<file path="config.mk">
export PLATFORM = sky130hd
export DESIGN_NAME = seg7_scan_driver
export DESIGN_NICKNAME = d
export VERILOG_FILES = /design/src/rtl/seg7_pkg.sv /design/src/rtl/seg7_decode.sv /design/src/rtl/seg7_scan_driver.sv
export SDC_FILE = /design/constraint.sdc
export NUM_CORES = 1
export LEC_CHECK = 0
export ABC_AREA = 1
export CAP_MARGIN = 20
export CORE_ASPECT_RATIO = 1.1
export CORE_UTILIZATION = 40
export CTS_CLUSTER_DIAMETER = 30
export CTS_CLUSTER_SIZE = 40
export DETAILED_ROUTE_END_ITERATION = 16
export PLACE_DENSITY = 0.66
export SKIP_LAST_GASP = 1
export SLEW_MARGIN = 15
export SYNTH_ARGS = -nofsm -noshare
export SYNTH_HDL_FRONTEND = slang
export SYNTH_HIERARCHICAL = 1
export SYNTH_SLANG_ARGS = --single-unit
</file>
<file path="constraint.sdc">
create_clock -name clk -period 6.4 [get_ports clk]
set_clock_uncertainty 0.05 [all_clocks]
set_input_delay 1.6 -clock clk [delete_from_list [all_inputs] [get_ports clk]]
set_output_delay 1.6 -clock clk [all_outputs]
set_load 0.02 [all_outputs]
</file>
<file path="src/rtl/seg7_pkg.sv">
// Shared codes, segment constants and slot-state type for the seven-segment display blocks.
package seg7_pkg;
    localparam logic [4:0] SEG_CODE_DASH  = 5'b10000;
    localparam logic [4:0] SEG_CODE_BLANK = 5'b11111;
    localparam logic [6:0] SEG_OFF        = 7'h7F;
    localparam logic [6:0] SEG_DASH       = 7'h3F;

    typedef enum logic {
        SLOT_ON,
        SLOT_BLANK
    } slot_state_t;
endpackage

</file>
<file path="src/rtl/seg7_decode.sv">
// Combinational 5-bit digit code -> active-low {g,f,e,d,c,b,a}; hex, dash, else blank.
// Zero latency, no flow control.
module seg7_decode
    import seg7_pkg::*;
(
    input  logic [4:0] code_i,
    output logic [6:0] seg_n_o
);
    always_comb begin
        seg_n_o = SEG_OFF;
        unique case (code_i)
            5'h00:         seg_n_o = 7'h40;
            5'h01:         seg_n_o = 7'h79;
            5'h02:         seg_n_o = 7'h24;
            5'h03:         seg_n_o = 7'h30;
            5'h04:         seg_n_o = 7'h19;
            5'h05:         seg_n_o = 7'h12;
            5'h06:         seg_n_o = 7'h02;
            5'h07:         seg_n_o = 7'h78;
            5'h08:         seg_n_o = 7'h00;
            5'h09:         seg_n_o = 7'h10;
            5'h0A:         seg_n_o = 7'h08;
            5'h0B:         seg_n_o = 7'h03;
            5'h0C:         seg_n_o = 7'h46;
            5'h0D:         seg_n_o = 7'h21;
            5'h0E:         seg_n_o = 7'h06;
            5'h0F:         seg_n_o = 7'h0E;
            SEG_CODE_DASH: seg_n_o = SEG_DASH;
            default:       seg_n_o = SEG_OFF;
        endcase
    end
endmodule

</file>
<file path="src/rtl/seg7_scan_driver.sv">
// Time-multiplexes a per-frame latched 4-digit code word onto a common-anode display.
// Outputs registered, 1 clk behind the scan counters; free-running, no backpressure.
module seg7_scan_driver
    import seg7_pkg::*;
#(
    parameter int CLKS_PER_DIGIT = 50000,
    parameter int BLANK_CLKS     = 500,
    parameter int BLINK_FRAMES   = 125
) (
    input  logic        clk,
    input  logic        reset_n,
    input  logic [19:0] bits,
    input  logic        blink,
    output logic [6:0]  seg_n,
    output logic [3:0]  dig_en_n,
    output logic        frame_done
);
    localparam int CNT_W = $clog2(CLKS_PER_DIGIT);
    localparam int FC_W  = (BLINK_FRAMES > 1) ? $clog2(BLINK_FRAMES) : 1;
    localparam logic [CNT_W-1:0] CNT_MAX = CNT_W'(CLKS_PER_DIGIT - 1);
    localparam logic [CNT_W-1:0] ON_LIM  = CNT_W'(CLKS_PER_DIGIT - BLANK_CLKS);
    localparam logic [FC_W-1:0]  FC_MAX  = FC_W'(BLINK_FRAMES - 1);

    logic [CNT_W-1:0] cnt_q, cnt_d;
    logic [1:0]       idx_q, idx_d;
    logic [19:0]      shadow_q, shadow_d;
    logic             blink_phase_q, blink_phase_d;
    logic             dark_q, dark_d;
    logic [FC_W-1:0]  frame_cnt_q, frame_cnt_d;
    logic [6:0]       seg_n_q, seg_n_d;
    logic [3:0]       dig_en_n_q, dig_en_n_d;
    logic             frame_done_q, frame_done_d;

    logic [4:0]       cur_code;
    logic [6:0]       cur_seg_n;
    logic             wrap;
    logic             capture;
    slot_state_t      slot;

    always_comb begin
        cur_code = shadow_q[4:0];
        unique case (idx_q)
            2'd3: cur_code = shadow_q[19:15];
            2'd2: cur_code = shadow_q[14:10];
            2'd1: cur_code = shadow_q[9:5];
            2'd0: cur_code = shadow_q[4:0];
        endcase
    end

    seg7_decode u_decode (
        .code_i  (cur_code),
        .seg_n_o (cur_seg_n)
    );

    always_comb begin
        wrap          = (cnt_q == CNT_MAX);
        capture       = wrap && (idx_q == 2'd0);
        slot          = (cnt_q < ON_LIM) ? SLOT_ON : SLOT_BLANK;
        cnt_d         = wrap ? '0 : cnt_q + 1'b1;
        idx_d         = wrap ? idx_q - 2'd1 : idx_q;
        shadow_d      = capture ? bits : shadow_q;
        frame_done_d  = capture;
        blink_phase_d = blink_phase_q;
        frame_cnt_d   = frame_cnt_q;
        dark_d        = dark_q;

        if (!blink) begin
            blink_phase_d = 1'b0;
            frame_cnt_d   = '0;
        end else if (capture) begin
            if (frame_cnt_q == FC_MAX) begin
                frame_cnt_d   = '0;
                blink_phase_d = ~blink_phase_q;
            end else begin
                frame_cnt_d   = frame_cnt_q + 1'b1;
            end
        end
        // Darkness is sampled only at frame boundaries so a frame is never half lit.
        if (capture) begin
            dark_d = blink_phase_d;
        end

        seg_n_d    = SEG_OFF;
        dig_en_n_d = 4'hF;
        if (slot == SLOT_ON && !dark_q) begin
            seg_n_d    = cur_seg_n;
            dig_en_n_d = ~(4'b0001 << idx_q);
        end
    end

    always_ff @(posedge clk) begin
        if (!reset_n) begin
            cnt_q         <= '0;
            idx_q         <= 2'd3;
            shadow_q      <= 20'hFFFFF;
            blink_phase_q <= 1'b0;
            dark_q        <= 1'b0;
            frame_cnt_q   <= '0;
            seg_n_q       <= SEG_OFF;
            dig_en_n_q    <= 4'hF;
            frame_done_q  <= 1'b0;
        end else begin
            cnt_q         <= cnt_d;
            idx_q         <= idx_d;
            shadow_q      <= shadow_d;
            blink_phase_q <= blink_phase_d;
            dark_q        <= dark_d;
            frame_cnt_q   <= frame_cnt_d;
            seg_n_q       <= seg_n_d;
            dig_en_n_q    <= dig_en_n_d;
            frame_done_q  <= frame_done_d;
        end
    end

    assign seg_n      = seg_n_q;
    assign dig_en_n   = dig_en_n_q;
    assign frame_done = frame_done_q;
endmodule

</file>
Yosys cells after proc, flatten, opt, wreduce, memory -nomap -nowiden --
Memory sizes are Yosys's and may differ from the RTL's. A register that Yosys moved wholly into a read port is not among the register bits. Index checks and enable logic that the tools add are counted.
Operators by class: add/subtract/negate cells 3, magnitude comparators 1, equal/unequal tests 5, shift operators 1, mux-type cells 5, bitwise operators 3, reduce and logical (&&, ||, !) cells 8
Operators by type and width (count):
- $pmux 5 s4 | 1
- $add 16x1->16 const B | 1
- $eq 16x16->1 const B | 1
- $lt 16x16->1 const B | 1
- $add 7x1->7 const B | 1
- $eq 7x7->1 const B | 1
- $mux 7 | 1
- $eq 2x2->1 const B | 2
- $not 4->4 | 1
- $reduce_and 2->1 | 2
- $shl 1x2->4 const A | 1
- $mux 1 | 3
- $eq 2x1->1 const B | 1
- $logic_and 1x1->1 | 2
- $logic_not 1->1 | 2
- $logic_not 2->1 | 1
- $not 1->1 | 2
- $reduce_or 2->1 | 1
- $sub 2x1->2 const B | 1
Storage, ports and cells: bits in registers 52, memory bits (read-only) 224, input bits 23, output and inout bits 12, logic and storage cells 35, memories kept 1
Memory list:
- (name not given) | depth 32, width 7, rd ports 1, clocked after Yosys merged registers in 1, write ports 0, RTL line seg7_decode.sv:11 | unique case (code_i)

Logic depth before layout (Yosys ltp) --
Gate-level depths: netlist (run 1).
depth in word-level cells 4, gate-level depth with buffers 13, mapped depth without buffers 12

By module --
The synthesis (run 1) kept the hierarchy.
By module, submodules not included:
- seg7_scan_driver | instances 1, cells each 360, area an instance 2665.1 um2, sequential area each 1181.1 um2
- seg7_decode | instances 1, cells each 55, area an instance 315.3 um2, sequential area each 0.0 um2

Worst setup path after synthesis (run 1) --
OpenSTA, ideal clock, no wires.
path type input port to flip-flop, start in reset_n, end reg dig_en_n_q[0] (netlist: dig_en_n[0]), library setup time 0.130 ns, arrival 2.298 ns, required time 6.220 ns, slack 3.923 ns, stages 5, buffers on the path 2, cells stage by stage buf_2 > inv_1 > nor2_1 > clkbuf_1 > nand3_1
Between the ends: longest elaborated chain between the ends 1
RTL lines:
- start, declared | RTL line seg7_scan_driver.sv:11 | input logic reset_n,
- $reduce_and 2->1 (no line)
- end signal, assigned | RTL line seg7_scan_driver.sv:110 | dig_en_n_q <= dig_en_n_d;
- end, declared | RTL line seg7_scan_driver.sv:31 | logic [3:0] dig_en_n_q, dig_en_n_d;
No other way between the ends. A chain may end at the register's enable or synchronous reset.

Worst setup path in the final report (run 1) --
start in reset_n, end reg seg_n_q[2] (netlist: seg_n[2])
Between the ends: longest elaborated chain between the ends 2
RTL lines:
- $reduce_and 2->1 (no line)
- $logic_not 1->1 (no line)
- end, declared | RTL line seg7_scan_driver.sv:30 | logic [6:0] seg_n_q, seg_n_d;
No other way between the ends.

==> results.md, run 1 <==
- The run finished, with violations left.
- The final reports fail on DRC.
- The sequential fraction of the synthesis area is 0.3963.
- The filler cell count in the final layout is approximately 720.
- In the finished design, the share of the clock period the worst path needs comes to 0.5409.
- The startpoint identified for the worst hold timing path is cnt_q[0].
- The number of sinks driven by the clock tree is 59.
- The worst setup path is launched from an input pin.
- Synthesis inferred 59 register bits.
- Internal power comes to 609.5 uW.
- In the final routed layout, each cell accounts on average for approximately 11 um.
- The first global-routing pass estimated between 10000 and 15000 um of wire.
- The worst pin sits at a relative slew slack of 0.3548.
- The number of maximum-capacitance violations is 0.
- The path type of the worst setup path is input pin to register.
- The global-route usage over all layers is 0.1712.
- For this configuration, the core starts out at a cell density of 0.4182.
- The multi-input combinational cells in the finished layout cover a total of around 1500 um^2.
- The final-report max-slew violation count is 0.
- The transition time at the pin with the least slew margin is 0.9648 ns.
- The cell chosen for the clock root is sky130_fd_sc_hd__clkbuf_8.
- Setup repair after global routing left no endpoint under its margin.
- The launching point of the worst reg2reg path is idx_q[0].
- The switching share of power is 0.2081.
- The number of buffers created by CTS is 9.
- In the routed layout, each cell is associated on average with a via count of about 5.
- The initial antenna violation count is 0.
- In this run, post-CTS hold repair placed 0 buffers.
- The floorplan has 32 rows.
- 35 I/O pins were placed.
- For this run, the leading register cell type out of synthesis is sky130_fd_sc_hd__dfxtp_1.
- The insertion delay of the later-clocked pin in the worst-skew pair is approximately 0.34 ns.
- No sink is reached through more buffers than the 2 on the longest clock path.
- After synthesis, the mean cell area works out to 7.182 um^2.
- Dividing total power by cell area gives a power density of about 220 nW/um^2.
- The number of hold-slack violations in the final timing report came to 0.
- The number of synthesis warnings is 6.
- The area of the die is a little under 8000 um^2.
- The endpoint kind of the worst setup timing path is a register.
- Setup violations remaining at the end of the flow were counted as 0.
- The area growth from synthesis to layout is 19.40%.
- The fraction of power consumed by combinational cells is 0.032.
- Adding up every negative setup slack in the final design gives 0 ns.
- The number of nets in the layout is between 400 and 500.
- The horizontal extent of the die is about 84 um.
- The repair_antennas step left the layout with diodes totalling 0.
- VDD sags by at most between 100 and 150 uV.
- The achievable clock frequency is 0.2889 GHz.
- The placeable core area is around 7000 um^2.
- Counting flops with a built-in enable in the synthesized netlist gives 0.
- TritonCTS built the clock tree.
- The slack of the critical path is between 2 and 3 ns.
- The via count of the first global-routing pass is about 2400.
- The routability congestion estimate from global placement is between 0.8 and 0.9.
- The mapped netlist covers 2980 um^2.
- In this run the tool buffered the top-level ports with 34 buffer cells.
- The maximum number of pins on one net before global-route repair is 27.
- The smallest clock period supported by the final layout is computed as 3.462 ns.
- The floorplan step set the die height to between 90 and 100 um.
- The synthesized netlist cell count is 415.
- The DRC violation count after routing is 7.
- The total overflow left after global routing is 0.
- The most critical setup path has its startpoint at reset_n.
- The total number of H-tree levels is 3.
- The detailed router finished its first iteration with 94 violations.
- Yosys mapped the design onto 34 distinct sky130hd cell types.
- The register area is 1181 um^2.
- Summed over all cells, the static leakage comes to ~1.5 nW.
- The routed wire length is between 5000 and 6000 um.
- The async set-reset flop share out of synthesis is 0.
- The detailed placement HPWL is roughly 4400 um.
- The pre-antenna-repair detailed-routing pass consisted of 10 iterations.
- Before CTS, the worst setup slack after placement is 2.565 ns.
- Once detail routing completed, the nets flagged for antenna violations numbered 0.
- Summed over all nets, the switching power comes to between 150 and 200 uW.
- The share of total power dissipated in the clock network is 0.487.
- STA puts the critical path data required time at about 6.6 ns.
- The number of setup buffers added after CTS is 0.
- The path class of the tightest hold or removal check is register to register.
- The clock slew seen by the registers of the worst setup and hold paths is 0.07 ns.
- Along the worst path, the maximum fanout reaches 26.
- After clock tree synthesis, the repair step resized 0 gates.
- Counting every net in the synthesized netlist gives 453.
- The arrival time at the worst endpoint is ~3.6 ns.
- Measured on the finished design, the core utilization comes to 0.4993.
- Detailed routing inserted a total of ~2600 vias.
- The share of power burned in registers is 0.482.
- The fraction of layout instances using a drive strength above 1 is 0.07301.
power by group through the flow:
stage               Sequential (mW)  Clock, mW  Combinational, mW
floorplan                     0.379          0            0.00898
global placement              0.379          0             0.0243
detailed placement            0.379          0             0.0245
CTS                           0.371      0.381             0.0246
global route                  0.370      0.401             0.0269
finish                        0.371      0.375             0.0244
placed cells by master (no fill, tap or decap), types with 10 or more instances in the layout:
cell type,count
sky130_fd_sc_hd__a21oi_1,22
sky130_fd_sc_hd__nand3_1,49
sky130_fd_sc_hd__nor2_1,35
sky130_fd_sc_hd__nand2_1,116
sky130_fd_sc_hd__inv_1,39
sky130_fd_sc_hd__clkdlybuf4s50_1,34
sky130_fd_sc_hd__ha_1,15
sky130_fd_sc_hd__dfxtp_1,59
sky130_fd_sc_hd__o21ai_0,13
sky130_fd_sc_hd__clkbuf_8,10
logic make-up (layout without fill, tap and decap cells):
logic type                 after synthesis  after routing  share of synthesized area
and+or+nand+nor                        236            236                     0.3590
xor gates and xnor gates                 4              4                    0.01176
AOI/OAI and AO/OA                       45             45                    0.08438
buffers and inverters                   56             93                    0.08564
adders and majority gates               15             15                    0.06297
DFF                                     59             59                     0.3963
sequential cells by signal, indices dropped and copies added, names as in the netlist:
register and cells:
blink_phase_q 1, cnt_q 16, dark_q 1, dig_en_n 4, frame_cnt_q 7, frame_done 1
idx_q 2, seg_n 7, shadow_q 20
synthesized netlist by cell type, drive strengths merged, types with 2 or more instances:
master,n,share of area
nand2,118,0.15
dfxtp,59,0.40
nand3,52,0.095
inv,41,0.052
nor2,40,0.058
a21oi,22,0.037
ha,15,0.063
o21ai,14,0.024
buf,11,0.029
nand3b,7,0.018
nor3,6,0.010
a22o,5,0.015
nand4,5,0.010
or2,4,0.0084
clkbuf,3,0.0038
xor2,3,0.0088
a31oi,2,0.0042
nor3b,2,0.0050
routing by layer:
metal	up-vias	global-route usage	wire, um
met2	49	0.2787	2599
li1	1406	-	-
met3	12	0.04635	226
met1	1166	0.2067	3003
met5	-	0	0
met4	0	0.08908	134
through the flow:
stage | instances | power [mW] | hold WS, ns | area (um^2)
4_1_cts | 537 | 0.7758 | 0.4170 | 3558
3_3_place_gp | 521 | 0.4031 | 0.3899 | 3338
2_1_floorplan | 415 | 0.3880 | 0.3759 | 2980
3_5_place_dp | 522 | 0.4034 | 0.4021 | 3343
5_1_grt | 537 | 0.7985 | 0.4368 | 3558
6_report | 537 | 0.7697 | 0.4228 | 3558
critical path, stage by stage:
cell                              delay (ns)
sky130_fd_sc_hd__clkdlybuf4s50_1        1.11
sky130_fd_sc_hd__inv_1                  0.22
sky130_fd_sc_hd__nor2_1                 0.54
sky130_fd_sc_hd__nand3b_1               0.14
final cells by class:
cell class / count / area share
clock inverters: 5 / 0.02180
well taps: 85 / 0.02989
repair buffers: 36 / 0.09916
clock buffers: 10 / 0.03868
inverters: 42 / 0.04466
flip-flops and latches: 59 / 0.3319
multi-input cells: 300 / 0.4339
path summary, 6_finish.rpt:
| path | slack (ns) | depth (start not counted) | to |
|---|---|---|---|
| max | 2.94 | 4 | seg_n[2] |
| min | 0.42 | 1 | cnt_q[0] |
| max reg2reg | 3.59 | 10 | seg_n[1] |
| min reg2reg | 0.42 | 1 | cnt_q[0] |
Note: power is estimated with default switching activity, not from simulation.
==> run 2: changes to the inputs <==
--- a/config.mk
+++ b/config.mk
@@ -12,7 +12,7 @@
 export CTS_CLUSTER_DIAMETER = 30
 export CTS_CLUSTER_SIZE = 40
 export DETAILED_ROUTE_END_ITERATION = 16
-export PLACE_DENSITY = 0.66
+export PLACE_DENSITY = 0.69
 export SKIP_LAST_GASP = 1
 export SLEW_MARGIN = 15
 export SYNTH_ARGS = -nofsm -noshare
==> constraint.sdc (replaced) <==
create_clock -name clk -period 3 [get_ports clk]
set_clock_uncertainty 0.05 [all_clocks]
set_input_delay 0.75 -clock clk [delete_from_list [all_inputs] [get_ports clk]]
set_output_delay 0.75 -clock clk [all_outputs]
set_load 0.02 [all_outputs]
==> run 2 against run 1 <==
  * The run still ends with DRC left
  * Total power up 120%
  * Sequential power up 110%
  * Hold slack worse by 0.0021 ns
  * Die area unchanged
  * Critical path type is now register to register
  * Largest cell class unchanged
  * Largest power group unchanged
==> results.md, run 2 (synthesized netlist as in run 1, its figures left out) <==
- The total I/O pin count is 35.
- In the final layout, the share of cells above drive strength 1 is 0.07912.
- The total leakage power is about 1.6 nW.
- The register with the most flip-flops in the layout has 20 of them.
- The final layout contains routed wiring with a total length of ~6300 um.
- The number of hold buffers added after cts is 0.
- The period utilization is 0.8806.
- The number of nets in the layout is between 400 and 500.
- The total number of H-tree levels is 3.
- Setup repair after global routing left no endpoint under its margin.
- The tool flagged a number of max-cap violations equal to 0.
- Detailed routing inserted a total of approximately 2700 vias.
- The area growth from synthesis to layout is 20.36%.
- Data arrives at the worst endpoint at 2.80 ns.
- Counting I/O delays and the setup requirement, the final critical path takes between 2 and 3 ns.
- Summed over all failing endpoints, the final setup total negative slack is 0 ns.
- The cell chosen for the clock root is sky130_fd_sc_hd__clkbuf_8.
- The die is roughly 93 um tall.
- The number of hold-slack violations in the final timing report is 0.
- The critical path is of the register to register type.
- TritonCTS built the clock tree.
- The worst setup path is launched from a register.
- Of the total power, the clock network draws 0.493.
- Setup violations remaining at the end of the flow were counted as 0.
- For the pin with the worst max-slew slack, the measured transition is around 0.72 ns.
- The achievable clock frequency is approximately 0.38 GHz.
- The fraction of power consumed by combinational cells is 0.033.
- The run finished, with violations left.
- The first global-routing pass estimated about 11000 um of wire.
- The checks that failed: DRC.
- In this run the deepest clock path goes through 2 buffers.
- The library cells used most frequently in the layout, excluding fill and tap cells, are sky130_fd_sc_hd__nand2_1, sky130_fd_sc_hd__dfxtp_1, sky130_fd_sc_hd__nand3_1, sky130_fd_sc_hd__inv_1, sky130_fd_sc_hd__nor2_1.
- The maximum ir drop on the vdd rail is around 240 uV.
- The number of gates resized after CTS was 0.
- In this design, the largest share of critical-path delay is due to compound AO/OA/AOI/OAI gates.
- The detailed placement HPWL is between 4000 and 5000 um.
- The internal portion of total power is 1.328 mW.
- The peak per-stage delay on the critical path is around 0.5 ns.
- The DRC violation count after routing is 2.
- The clock drives a little under 60 sinks.
- The global-route usage over all layers is 0.1817.
- The number of antenna-violating nets in the routed design is 0.
- Entering global routing, the biggest net connects 27 pins.
- The average vias per placed instance is between 4 and 5.
- The post-detailed-route wirelength per cell is 11.65 um.
- Among all stages on the critical path, the largest delay is contributed by sky130_fd_sc_hd__o21ai_0.
- The horizontal extent of the die is ~84 um.
- The later pin in the worst-skew pair is clocked with a latency of 0.34 ns.
- The worst path meets setup with between 0.3 and 0.4 ns of slack.
- Before CTS, the worst setup slack after placement is ~0.41 ns.
- The number of buffers created by CTS is 9.
- The switching share of power is 0.2040.
- The critical path data required time is between 3 and 4 ns.
- Summed over all nets, the switching power comes to ~340 uW.
- After floorplanning, the core was sized to cover ~7100 um^2.
- Of the total power, registers draw 0.474.
- The number of rows created at floorplan is 32.
- The largest registers in the layout are shadow_q: 20 flops, cnt_q: 16 flops.
- In this run the cell area measured after placement is between 3000 and 4000 um^2.
- The highest net fanout along the worst path is 6.
- STA classifies the critical path endpoint as a register.
- Before antenna repair, the detailed router went through 11 iterations.
- Walking the worst path, the cells encountered are inv_1 > ha_1 > a22o_1 > a21oi_1 > o21ai_0 > inv_1 > ha_1 > a31oi_1 > nand2_1 > nand3b_1.
- The initial antenna violation count is 0.
- The most common cell after layout, fill and taps aside is sky130_fd_sc_hd__nand2_1.
- The routability congestion estimate from global placement is about 0.84.
- The number of antenna diodes in the final layout is 0.
- The global route total overflow is 0.
- The via count of the first global-routing pass is 2601.
- The number of buffers added on ports is 34.
- The cell area power density is roughly 470 nW/um^2.
- The post-layout total power is 1.668 mW.
- The final-report max-slew violation count came to 0.
- The area of the die is around 7800 um^2.
- The worst min-delay path category is register to register.
- The worst-case headroom to the max-slew limit is 0.5194.
- The number of setup buffers added after CTS is 0.
- The count of buffering cells on the critical path with inverters included is 2.
- After clock tree synthesis, the clock-pin slew on the worst setup and hold paths is 0.07 ns.
- The utilization after layout is 0.5033.
- The register with the most flip-flops is shadow_q.
- The final instance area is 3587 um^2.
- The number of DRC markers after the initial detailed-route iteration is between 100 and 150.
- The effective utilization at floorplan is 0.4182.
## run 2: changes by cell type in the layout (fill, tap and decap cells not counted)
cell / previous run / this run
sky130_fd_sc_hd__buf_2: 1 / 0
sky130_fd_sc_hd__clkinvlp_4: 1 / 0
sky130_fd_sc_hd__buf_4: 1 / 4
sky130_fd_sc_hd__clkbuf_8: 10 / 11
sky130_fd_sc_hd__clkinv_2: 3 / 4
sky130_fd_sc_hd__o21ai_0: 13 / 12
sky130_fd_sc_hd__o21ai_1: 1 / 2
## run 2: final cells by class
| class | count | area, um^2 |
|---|---|---|
| well taps | 85 | 106.4 |
| repair buffers | 38 | 370.4 |
| inverters | 42 | 158.9 |
| clock inverters | 5 | 75.07 |
| clock buffers | 11 | 151.4 |
| fillers | 701 | 3540 |
| flip-flops and latches | 59 | 1181 |
| multi-input cells | 300 | 1544 |
## run 2: final timing paths
kind | cells past startpoint | start | to | slack [ns]
worst max register to register | 10 | idx_q[0] | seg_n[1] | 0.36
worst min register to register | 1 | cnt_q[0] | cnt_q[0] | 0.42
worst min-delay path | 1 | cnt_q[0] | cnt_q[0] | 0.42
worst max-delay path | 10 | idx_q[0] | seg_n[1] | 0.36
## run 2: per-layer routing
metal / vias to the layer above / global-route usage / wire length, um
met5: - / 0 / 0
met3: 9 / 0.04456 / 243
li1: 1413 / - / -
met1: 1186 / 0.2294 / 3096
met4: 0 / 0.09195 / 124
met2: 51 / 0.2883 / 2826
## run 2: power by group through the flow
stage / combinational (mW) / sequential, mW / clock (mW)
after floorplan: 0.0192 / 0.809 / 0
after global placement: 0.0546 / 0.808 / 0
final: 0.0547 / 0.791 / 0.823
after detailed placement: 0.0550 / 0.808 / 0
after CTS: 0.0553 / 0.791 / 0.843
after global routing: 0.0605 / 0.791 / 0.883
## run 2: through the flow
stage	hold slack, ns	instances
2_1_floorplan	0.3759	415
3_3_place_gp	0.3898	524
3_5_place_dp	0.4067	524
4_1_cts	0.4282	540
5_1_grt	0.4558	540
6_report	0.4207	540
==> run 3: changes to the inputs <==
--- a/config.mk
+++ b/config.mk
@@ -19,3 +19,4 @@
 export SYNTH_HDL_FRONTEND = slang
 export SYNTH_HIERARCHICAL = 1
 export SYNTH_SLANG_ARGS = --single-unit
+export TNS_END_PERCENT = 30
==> results of run 3 <==
Same layout as run 2: the final DEF is identical, and so are final timing and power.
